<file path="src/rtl/font_pkg.sv">
// -----------------------------------------------------------------------------
// font_pkg
// Shared definitions for the glyph ROM arbiter:
//   - default glyph ROM address and data widths
//   - tag_e       : source of the ROM read issued in a cycle (none/video/CPU)
//   - cpu_state_e : CPU request FSM states
// -----------------------------------------------------------------------------
package font_pkg;

   localparam int FONT_ADDR_WIDTH = 11;
   localparam int FONT_DATA_WIDTH = 8;

   typedef enum logic [1:0] {
      TAG_NONE = 2'd0,
      TAG_VID  = 2'd1,
      TAG_CPU  = 2'd2
   } tag_e;

   typedef enum logic [1:0] {
      C_IDLE = 2'd0,
      C_WAIT = 2'd1,
      C_RESP = 2'd2
   } cpu_state_e;

endpackage

</file>
<file path="src/rtl/font_rom_arbiter.sv">
// -----------------------------------------------------------------------------
// font_rom_arbiter
// Shares one registered-output glyph ROM between a video pipeline (absolute
// priority, never stalled) and a CPU port (granted only in video-idle cycles).
//
// Ports:
//   clk, reset_n           clock, asynchronous active-low reset
//   vid_req, vid_addr      video read request / address
//   vid_valid, vid_data    video read result, one cycle after vid_req
//   cpu_req, cpu_addr      CPU read request (held until cpu_gnt) / address
//   cpu_gnt                CPU request accepted this cycle
//   cpu_rvalid, cpu_rdata  CPU read result pulse / last CPU read data
//   cpu_busy               CPU request pending or in flight
//   wait_max               longest CPU wait seen, saturating
//   rom_addr, rom_data     glyph ROM address out / data in (1-cycle latency)
// -----------------------------------------------------------------------------
module font_rom_arbiter
   import font_pkg::*;
#(
   parameter int ADDR_WIDTH = FONT_ADDR_WIDTH,
   parameter int DATA_WIDTH = FONT_DATA_WIDTH,
   parameter int WAIT_WIDTH = 16
) (
   input  logic                  clk,
   input  logic                  reset_n,
   input  logic                  vid_req,
   input  logic [ADDR_WIDTH-1:0] vid_addr,
   output logic                  vid_valid,
   output logic [DATA_WIDTH-1:0] vid_data,
   input  logic                  cpu_req,
   input  logic [ADDR_WIDTH-1:0] cpu_addr,
   output logic                  cpu_gnt,
   output logic                  cpu_rvalid,
   output logic [DATA_WIDTH-1:0] cpu_rdata,
   output logic                  cpu_busy,
   output logic [WAIT_WIDTH-1:0] wait_max,
   output logic [ADDR_WIDTH-1:0] rom_addr,
   input  logic [DATA_WIDTH-1:0] rom_data
);

   localparam logic [WAIT_WIDTH-1:0] WAIT_ONES = {WAIT_WIDTH{1'b1}};
   localparam logic [WAIT_WIDTH-1:0] WAIT_ZERO = {WAIT_WIDTH{1'b0}};
   localparam logic [WAIT_WIDTH-1:0] WAIT_ONE  = {{(WAIT_WIDTH-1){1'b0}}, 1'b1};

   // Requests are masked while in reset so nothing is granted or issued then.
   logic vid_s;
   logic cpu_req_s;
   logic cpu_issue_s;
   logic cpu_blocked_s;

   cpu_state_e            state_q,     state_d;
   tag_e                  tag_q,       tag_d;
   logic [ADDR_WIDTH-1:0] addr_hold_q, addr_hold_d;
   logic [DATA_WIDTH-1:0] rdata_q,     rdata_d;
   logic [WAIT_WIDTH-1:0] wait_cnt_q,  wait_cnt_d;
   logic [WAIT_WIDTH-1:0] wait_max_q,  wait_max_d;

   assign vid_s     = vid_req & reset_n;
   assign cpu_req_s = cpu_req & reset_n;

   // CPU FSM next state, grant and "request refused this cycle" decode.
   always_comb begin
      state_d       = state_q;
      cpu_issue_s   = 1'b0;
      cpu_blocked_s = 1'b0;
      case (state_q)
         C_IDLE: begin
            if (cpu_req_s && vid_s) begin
               cpu_blocked_s = 1'b1;
               state_d       = C_WAIT;
            end else if (cpu_req_s) begin
               cpu_issue_s = 1'b1;
               state_d     = C_RESP;
            end else begin
               state_d = C_IDLE;
            end
         end
         C_WAIT: begin
            // A dropped request while waiting is abandoned without a grant.
            if (!cpu_req_s) begin
               state_d = C_IDLE;
            end else if (vid_s) begin
               cpu_blocked_s = 1'b1;
               state_d       = C_WAIT;
            end else begin
               cpu_issue_s = 1'b1;
               state_d     = C_RESP;
            end
         end
         C_RESP: begin
            // Never grant here: back-to-back CPU reads are at least 2 cycles apart.
            state_d = C_IDLE;
         end
         default: begin
            state_d = C_IDLE;
         end
      endcase
   end

   // ROM address mux, issue tag and held address.
   always_comb begin
      rom_addr = addr_hold_q;
      tag_d    = TAG_NONE;
      if (vid_s) begin
         rom_addr = vid_addr;
         tag_d    = TAG_VID;
      end else if (cpu_issue_s) begin
         rom_addr = cpu_addr;
         tag_d    = TAG_CPU;
      end else begin
         rom_addr = addr_hold_q;
         tag_d    = TAG_NONE;
      end
      addr_hold_d = rom_addr;
   end

   // Wait counter counts every cycle a CPU request is refused (including the
   // first refusal in C_IDLE); it is folded into wait_max at grant.
   always_comb begin
      wait_cnt_d = wait_cnt_q;
      wait_max_d = wait_max_q;
      if (cpu_issue_s) begin
         wait_cnt_d = WAIT_ZERO;
         if (wait_cnt_q > wait_max_q) begin
            wait_max_d = wait_cnt_q;
         end else begin
            wait_max_d = wait_max_q;
         end
      end else if (cpu_blocked_s) begin
         if (wait_cnt_q == WAIT_ONES) begin
            wait_cnt_d = wait_cnt_q;
         end else begin
            wait_cnt_d = wait_cnt_q + WAIT_ONE;
         end
      end else begin
         wait_cnt_d = WAIT_ZERO;
      end
   end

   // CPU read data: bypass ROM data in the response cycle, hold otherwise.
   always_comb begin
      if (tag_q == TAG_CPU) begin
         rdata_d = rom_data;
      end else begin
         rdata_d = rdata_q;
      end
   end

   // State registers.
   always_ff @(posedge clk or negedge reset_n) begin
      if (!reset_n) begin
         state_q     <= C_IDLE;
         tag_q       <= TAG_NONE;
         addr_hold_q <= {ADDR_WIDTH{1'b0}};
         rdata_q     <= {DATA_WIDTH{1'b0}};
         wait_cnt_q  <= WAIT_ZERO;
         wait_max_q  <= WAIT_ZERO;
      end else begin
         state_q     <= state_d;
         tag_q       <= tag_d;
         addr_hold_q <= addr_hold_d;
         rdata_q     <= rdata_d;
         wait_cnt_q  <= wait_cnt_d;
         wait_max_q  <= wait_max_d;
      end
   end

   assign vid_valid  = (tag_q == TAG_VID);
   assign vid_data   = (tag_q == TAG_VID) ? rom_data : {DATA_WIDTH{1'b0}};
   assign cpu_gnt    = cpu_issue_s;
   assign cpu_rvalid = (state_q == C_RESP);
   assign cpu_rdata  = rdata_d;
   assign cpu_busy   = (state_q != C_IDLE) | cpu_req_s;
   assign wait_max   = wait_max_q;

endmodule

</file>
<file path="config.mk">
export PLATFORM = sky130hd
export DESIGN_NAME = font_rom_arbiter
export DESIGN_NICKNAME = d
export VERILOG_FILES = /design/src/rtl/font_pkg.sv /design/src/rtl/font_rom_arbiter.sv
export SDC_FILE = /design/constraint.sdc
export NUM_CORES = 1
export LEC_CHECK = 0
export BUFFER_PORTS_ARGS = -buffer_cell sky130_fd_sc_hd__buf_2
export CORE_MARGIN = 3
export CORE_UTILIZATION = 52
export CTS_CLUSTER_SIZE = 25
export DETAILED_ROUTE_END_ITERATION = 16
export PLACE_DENSITY = 0.9
export SLEW_MARGIN = 5
export SYNTH_ARGS = -nofsm -noshare
export SYNTH_HDL_FRONTEND = slang
export SYNTH_SLANG_ARGS = --single-unit
</file>
<file path="constraint.sdc">
create_clock -name clk -period 2.8 [get_ports clk]
set_input_delay 0 -clock clk [delete_from_list [all_inputs] [get_ports clk]]
set_output_delay 0 -clock clk [all_outputs]
set_load 0.01 [all_outputs]
</file>
==> results of run 1 <==
-- metrics by stage --
stage                     hold slack (ns)  util, %
after global routing               0.0516     70.4
after floorplan                    -0.296        -
after CTS                          0.0370     70.4
after detailed placement           -0.104     64.5
after global placement             -0.106     64.5
final                              0.0380     70.4
-- per-layer routing --
metal  up-vias  routed length (µm)
met5         -                   0
met4         0                  59
met3        10                 335
met2        80                3390
met1      1121                2740
li1       1139                   -
-- layout by cell type, fill, tap and decap left out, types with 2 or more instances in the layout --
cell type,Yosys,routed
and3_1,2,2
nand3_1,5,5
a31oi_1,2,2
xor2_1,6,6
buf_4,0,6
o21ai_0,19,19
dlygate4sd3_1,0,22
nand4_1,3,3
clkbuf_8,0,5
and2_1,9,9
or3_1,2,2
dfrtp_1,55,55
xnor2_1,2,2
nor3_1,4,4
and4_1,2,2
buf_2,1,80
o2111ai_1,2,2
mux2_2,14,14
nor2_1,17,17
nand2_1,29,29
ha_1,17,17
nor2b_1,4,4
inv_1,19,19
mux2i_1,13,13
mux2_4,9,9
a21oi_1,9,9
-- power by group --
group / internal [µW] / switching [µW] / total (µW)
Clock: 180 / 265 / 445
Sequential: 856 / 21.3 / 878
Combinational: 176 / 193 / 369
-- area by class of cell --
cell class / count / area (µm²)
clock buffers: 5 / 68.8
clock inverters: 3 / 22.5
fillers: 415 / 1560
inverters: 19 / 71.3
multi-input cells: 186 / 1420
flip-flops and latches: 55 / 1380
well taps: 70 / 87.6
repair buffers: 108 / 666
-- final timing paths --
kind	from	to	slack [ns]	cells past startpoint
max	wait_cnt_q[15]	wait_max[5]	0.48	7
min	cpu_addr[1]	addr_hold_q[1]	0.04	3
max reg2reg	wait_cnt_q[15]	wait_max[5]	0.48	7
min reg2reg	rdata_q[3]	rdata_q[3]	0.50	1
max in group asynchronous	reset_n	wait_cnt_q[3]	2.07	3
min in group asynchronous	reset_n	addr_hold_q[2]	0.08	2
-- worst register-to-register path: stages, from the launching register on --
cell	delay [ns]
dfrtp_1	0.45
ha_1	0.39
nand4_4	0.15
nor4_4	0.33
o21ai_2	0.11
a31oi_4	0.23
buf_4	0.22
mux2_2	0.33
-- flip-flops by register name (all words and copies together) (netlist names) --
signal       count
tag_q            2
wait_cnt_q      16
addr_hold_q     11
state_q          2
wait_max        16
rdata_q          8
-- kinds of logic (layout without fill, tap and decap cells) --
family	Yosys count	count (layout)	synth area share, %
AO/OA/AOI/OAI	40	40	8.90
XOR/XNOR	8	8	2.41
buffers and inverters	26	135	3.95
adder cells (fa/ha/maj)	17	17	7.31
AND/OR/NAND/NOR	85	85	15.6
flip-flops	55	55	47.3
multiplexers	36	36	14.5
-- timing repair --
action | in CTS | in global routing
buffers inserted | 0 | 0
hold endpoints to repair | 75 | 0
hold buffers | 22 | 0
==> impl_metrics.toml, run 1 <==
[run_status]
status = "finished, final reports clean"

[global_routing]
grt_pass1_wl_um = 11100
met3_usage_pct = 4.55
grt_pass1_vias = 2417
use_met1_pct = 28.3
antenna_found_initial = 0
grtUsageMet2_pct = 37.5
grt_max_degree = 29
grt_usage_pct = 21.8
top_usage_layer = "met2"
grt_overflow = 0

[die]
core_area_mm2 = 0.00527
fp.dieArea_mm2 = 0.00653
start_util_pct = 55.2
io_pins = 81
fp.dieW_um = 80.8
rows = 26
die_h_um = 80.8

[synthesis]
syn_nets = 318
yosysUniqueCellTypes = 41
synth_edf_count = 0
ys_warn_count = 0
syn-mean-instance-area_um2 = 10.9
netlist_instances = 267
synth_largest_area_cell = "dfrtp_1"
synthFlopType = "dfrtp_1"
synth_common_cells = "55 x dfrtp_1, 29 x nand2_1, 19 x inv_1, 19 x o21ai_0"
yosysMostFrequentCell = "dfrtp_1"
async_reset_ff_share_pct = 100
syn-cell-area_mm2 = 0.00291
ys_seq_area_share_pct = 47.3
yosysTopAreaCellShare_pct = 47.3
ys_ff_latch = 55
synthTopCellsByArea = "dfrtp_1 47%, ha_1 7.3%, mux2_2 5.4%"

[timing]
skew_ns = 0.0126
layout_setup_ws_ns = 0.485
finalHoldViolCount = 0
slew_violations = 0
min_period_over_period_pct = 82.7
grt_setup_unrepaired = "no"
finalSetupViolations = 0
finalCriticalPeriod_ns = 2.32
tightest_slew_ns = 0.677
fmax_ghz = 0.432
maxSlewHeadroom_pct = 54.7
setup_tns_ns = 0

[placed_design]
place_ws_ns = 0.499
dp_hpwl_um = 4790
placed_cells = 416
port_buffers = 80
place_area_mm2 = 0.00340
place_congestion = 0.930

[setup_path]
crit_path_end_kind = "register"
critical_path_class = "register to register"
cpMaxStageDelayCell = "dfrtp_1"
crit_buf_inv = 1
critPathMaxFanout = 7
cp.required_ns = 2.99
path_cells = "ha_1 -> nand4_4 -> nor4_4 -> o21ai_2 -> a31oi_4 -> buf_4 -> mux2_2"
critPathTopFamily = "simple AND/OR/NAND/NOR gates"
crit_path_start_kind = "register"
crit_path_max_incr_delay_ns = 0.45
cp.arrival_ns = 2.51

[power]
p_per_area_mw_per_mm2 = 456
max-vdd-ir-drop_mv = 0.336
leakage_uw = 0.00183
p_total_uw = 1690

[clock_tree]
cts.clk_slew.worst_paths_ns = 0.10
numCtsBuffers = 5
cts_root_buffer = "clkbuf_8"
clk_path_buf_depth = 2
clock_sinks = 55
htree_levels = 2
clkLatencyLatePin_ns = 0.31
cts_tree = "built"
cts-resized-gates = 0

[cells_and_area]
antenna_cells = 0
fin_nets = 426
areaGrowthSynthToFinish_pct = 27.5
drive_above_1_share_pct = 33.2
final_cells = 446
finalInstanceArea_mm2 = 0.00371

[min_path]
hold_path_class = "primary input to register"

[flow_run]
cap_violations = 0

[drt]
wl_per_cell_um = 14.6
via_per_inst = 5.27
post-route-drc-count = 0
drt-total-wl_um = 6530
drtIter0Drc = 131
vias = 2350
postRouteAntennaNets = 0
dr.pass1.iters = 4
Note: power is estimated with default switching activity, not from simulation.
==> inputs of run 2 (changes only) <==
clock period = 2.3 ns   (was 2.8 ns; I/O delays follow)
==> impl_metrics.toml, run 2 (synthesis gave the netlist of run 1 again) <==
[power]
switchingPower_uw = 599
p_int_uw = 1460
p_per_area_mw_per_mm2 = 547
seqPwrFrac_pct = 51.8
swShare_pct = 29.0
clkPwrFrac_pct = 26.3
max-vdd-ir-drop_mv = 0.436
leakage_uw = 0.00184
p_comb_share_pct = 21.9

[cells_and_area]
areaGrowthSynthToFinish_pct = 29.5
antenna_cells = 0
final_cells = 451
drive_above_1_share_pct = 35.2
layout_commonest_cell = "buf_2"
fillers = 394
final_cell_mix = "80 x buf_2, 54 x dfrtp_1, 29 x nand2_1"
fin_nets = 431

[setup_path]
crit_path_max_incr_delay_ns = 0.39
crit_path_start_kind = "register"
critPathTopFamily = "simple AND/OR/NAND/NOR gates"
crit_start = "wait_max[13]"
critPathMaxFanout = 6
r2r_end = "wait_max[5]"
ff2ff_path_depth = 8
crit_path_end_kind = "register"
endpoint = "wait_max[5]"
cpMaxStageDelayCell = "dfrtp_1"
cp.arrival_ns = 2.39
cp.depth = 8
r2r-start = "wait_max[13]"
path_cells = "inv_1 -> ha_1 -> nand4_4 -> nor4_4 -> o21ai_2 -> a31oi_4 -> buf_4 -> mux2_2"
crit_buf_inv = 2
cp.required_ns = 2.50
reg2reg_slack_ns = 0.11
critical_path_class = "register to register"

[drt]
post-route-drc-count = 0
drt-total-wl_um = 6960
via_per_inst = 5.38
wl_per_cell_um = 15.4
drtIter0Drc = 118
dr.pass1.iters = 4
vias = 2427
postRouteAntennaNets = 0

[timing]
min_period_over_period_pct = 95.1
layout_setup_ws_ns = 0.113
fmax_ghz = 0.457
setup_tns_ns = 0
finalCriticalPeriod_ns = 2.19
tightest_slew_ns = 0.660
slew_violations = 0
finalHoldViolCount = 0
skew_ns = 0.00769
finalSetupViolations = 0
maxSlewHeadroom_pct = 55.9

[run_status]
status = "finished, final reports clean"

[die]
io_pins = 81
rows = 26
start_util_pct = 55.2
core_area_mm2 = 0.00527
fp.dieW_um = 80.8
die_h_um = 80.8
fp.dieArea_mm2 = 0.00653

[clock_tree]
numCtsBuffers = 5
cts_tree = "built"
clock_sinks = 55
cts.clk_slew.worst_paths_ns = 0.10
clk_path_buf_depth = 2
cts_setup_buffers = 0
htree_levels = 2
cts_root_buffer = "clkbuf_8"
clkLatencyLatePin_ns = 0.31

[global_routing]
grt_pass1_vias = 2353
grt_max_degree = 45
top_usage_layer = "met2"
met3_usage_pct = 4.99
grt_overflow = 0
use_met1_pct = 26.4
grt_pass1_wl_um = 10800
antenna_found_initial = 0
grt_usage_pct = 21.2
grtUsageMet2_pct = 36.5

[min_path]
hold_path_class = "primary input to register"

[placed_design]
dp_hpwl_um = 4720
place_congestion = 0.879
placed_cells = 422
place_ws_ns = 0.109
port_buffers = 80

[flow_run]
cap_violations = 0
-- run 2: worst min path at each step --
stage | startpoint | endpoint | slack (ns) | depth (start not counted)
floorplan | reset_n | addr_hold_q[0] | -0.30 | 0
global placement | reset_n | wait_cnt_q[15] | -0.1 | 1
detailed placement | reset_n | addr_hold_q[10] | -0.09 | 1
CTS | cpu_req | tag_q[1] | 0.009 | 3
global route | cpu_req | tag_q[1] | 0.03 | 3
finish | cpu_req | tag_q[1] | 0.01 | 3
-- run 2: power by group through the flow --
| stage | Sequential [µW] | Combinational (µW) | Clock, µW |
|---|---|---|---|
| after floorplan | 1090 | 252 | 0 |
| after global placement | 1090 | 412 | 0 |
| after detailed placement | 1090 | 427 | 0 |
| after CTS | 1070 | 455 | 545 |
| after global routing | 1080 | 496 | 582 |
| final | 1070 | 452 | 543 |
-- run 2: what timing repair did --
item	CTS	global route
setup endpoints to repair	0	9
hold buffers	21	0
hold endpoints to repair	31	0
resized for setup	0	3
-- run 2: stage by stage --
step                hold WS, ns  utilization [%]  instance area, µm²  total power [µW]
finish                   0.0131             71.6                3770              2060
global route             0.0329             71.6                3770              2150
detailed placement      -0.0935             65.4                3450              1520
floorplan                -0.296                -                2910              1340
global placement        -0.0978             65.4                3450              1500
CTS                     0.00858             71.1                3740              2070
-- run 2: layer usage --
| layer | vias up | share of wire, % |
|---|---|---|
| met5 | - | 0 |
| met4 | 0 | 2.3 |
| met3 | 17 | 6.1 |
| met2 | 93 | 52 |
| met1 | 1170 | 39 |
| li1 | 1147 | - |
-- run 2: cell type report --
cell class | instances | area [µm²] | share of cell area, %
timing repair buffer | 113 | 701 | 18.6
inverter | 19 | 71.3 | 1.89
multi-input combinational | 186 | 1450 | 38.3
sequential | 55 | 1380 | 36.5
clock inverter | 3 | 20.0 | 0.531
tap | 70 | 87.6 | 2.32
clock buffer | 5 | 68.8 | 1.82
-- run 2: worst register-to-register path, stage by stage, from the launching register on --
cell	delay [ns]
dfrtp_1	0.39
inv_1	0.06
ha_1	0.34
nand4_4	0.14
nor4_4	0.34
o21ai_2	0.11
a31oi_4	0.17
buf_4	0.19
mux2_2	0.35
==> inputs of run 3 (changes only) <==
PLACE_DENSITY = not set   (was 0.9)
PLACE_DENSITY_LB_ADDON = 0.3   (was not set)
==> impl_metrics.toml, run 3 (synthesis gave the netlist of run 1 again) <==
[timing]
min_period_over_period_pct = 95.7
slew_violations = 0
finalCriticalPeriod_ns = 2.20
holdWs_ns = -0.00356
grt_setup_unrepaired = "no"
skew_ns = 0.0143
finalHoldViolCount = 1
fmax_ghz = 0.454
maxSlewHeadroom_pct = 52.6
finalSetupViolations = 0
setup_tns_ns = 0
tightest_slew_ns = 0.709

[drt]
postRouteAntennaNets = 0
wl_per_cell_um = 15.3
vias = 2394
post-route-drc-count = 0
dr.pass1.iters = 5
drtIter0Drc = 99
via_per_inst = 5.26
drt-total-wl_um = 6960

[global_routing]
grt_usage_pct = 21.9
antenna_found_initial = 0
grt_pass1_vias = 2403
grt_max_degree = 56
grt_overflow = 0
grt_pass1_wl_um = 11000

[power]
p_per_area_mw_per_mm2 = 552
leakage_uw = 0.00188
max-vdd-ir-drop_mv = 0.375

[setup_path]
crit_path_start_kind = "register"
cp.required_ns = 2.51
cpMaxStageDelayCell = "dfrtp_1"
critical_path_class = "register to register"
cp.arrival_ns = 2.41
critPathTopFamily = "flip-flops"
path_cells = "ha_4 -> nand4_4 -> nor4_4 -> o21ai_2 -> a31oi_4 -> buf_12 -> mux2_2"
crit_buf_inv = 1
crit_path_max_incr_delay_ns = 0.46
crit_path_end_kind = "register"
critPathMaxFanout = 9

[clock_tree]
clock_sinks = 55
clk_path_buf_depth = 2
clkLatencyLatePin_ns = 0.32
cts_tree = "built"
cts.clk_slew.worst_paths_ns = 0.10
numCtsBuffers = 5
htree_levels = 2
cts_root_buffer = "clkbuf_8"

[cells_and_area]
final_cell_mix = "80 x buf_2, 55 x dfrtp_1, 29 x nand2_1"
layout_commonest_cell = "buf_2"
areaGrowthSynthToFinish_pct = 31.7
fin_nets = 435
fillers = 396
final_util_pct = 72.8
antenna_cells = 0
drive_above_1_share_pct = 35.8

[die]
io_pins = 81
fp.dieW_um = 80.8
fp.dieArea_mm2 = 0.00653
die_h_um = 80.8
start_util_pct = 55.2
rows = 26
core_area_mm2 = 0.00527

[placed_design]
port_buffers = 80
dp_hpwl_um = 4630
place_congestion = 0.860

[run_status]
violations = "negative hold slack"
status = "complete, but fails checks"

[min_path]
hold_path_class = "primary input to register"

[flow_run]
cap_violations = 0
run 3: power breakdown:
part	total, µW	internal [µW]	leakage (µW)	switching, µW
registers	1070	1040	0.000728	26.2
clock network	581	247	0.0000474	334
logic	466	223	0.00110	244
run 3: final timing paths:
check                               start  slack (ns)  cells past startpoint            to
setup / recovery           wait_cnt_q[14]         0.1                      7   wait_max[0]
hold / removal                    cpu_req      -0.004                      3      tag_q[1]
setup reg to reg           wait_cnt_q[14]         0.1                      7   wait_max[0]
hold reg to reg                rdata_q[4]        0.50                      1    rdata_q[4]
max in group asynchronous         reset_n        1.38                      3    state_q[1]
min in group asynchronous         reset_n        0.43                      3  wait_max[11]
run 3: tightest hold or removal path, delay by kind of cell:
kind	cells	cell delay (ns)
and+or+nand+nor	2	0.17
buffers and inverters	1	0.11
run 3: final cells by class:
cell class                 count  area (µm²)  area share (%)
tap                           70        87.6            2.28
sequential                    55        1380            35.9
clock inverter                 2        16.3           0.424
inverter                      19        71.3            1.86
multi-input combinational    186        1460            38.0
clock buffer                   6        82.6            2.15
timing repair buffer         117         743            19.4
run 3: metal layers:
metal | routed length [µm] | global-route usage, % | vias to the layer above
li1 | - | - | 1162
met4 | 113 | 7.60 | 0
met2 | 3570 | 37.6 | 66
met3 | 265 | 3.55 | 12
met1 | 3020 | 28.1 | 1154
met5 | 0 | 0 | -
run 3: what timing repair did:
action / CTS / global route
hold buffers: 21 / 0
buffers inserted: 0 / 2
resized for setup: 0 / 3
setup endpoints to repair: 0 / 8
hold endpoints to repair: 75 / 0
run 3: through the flow:
| step | worst slack [ns] | total power (µW) | hold slack, ns | area [µm²] | instances |
|---|---|---|---|---|---|
| 6_report | 0.0994 | 2120 | -0.00356 | 3830 | 455 |
| 5_1_grt | 0.0142 | 2220 | 0.00513 | 3830 | 455 |
| 4_1_cts | 0.0763 | 2110 | 0.000882 | 3780 | 453 |
| 3_5_place_dp | 0.0952 | 1520 | 0.228 | 3470 | 424 |
| 3_3_place_gp | 0.158 | 1500 | 0.227 | 3470 | 424 |
| 2_1_floorplan | 0.123 | 1340 | -0.296 | 2910 | 267 |
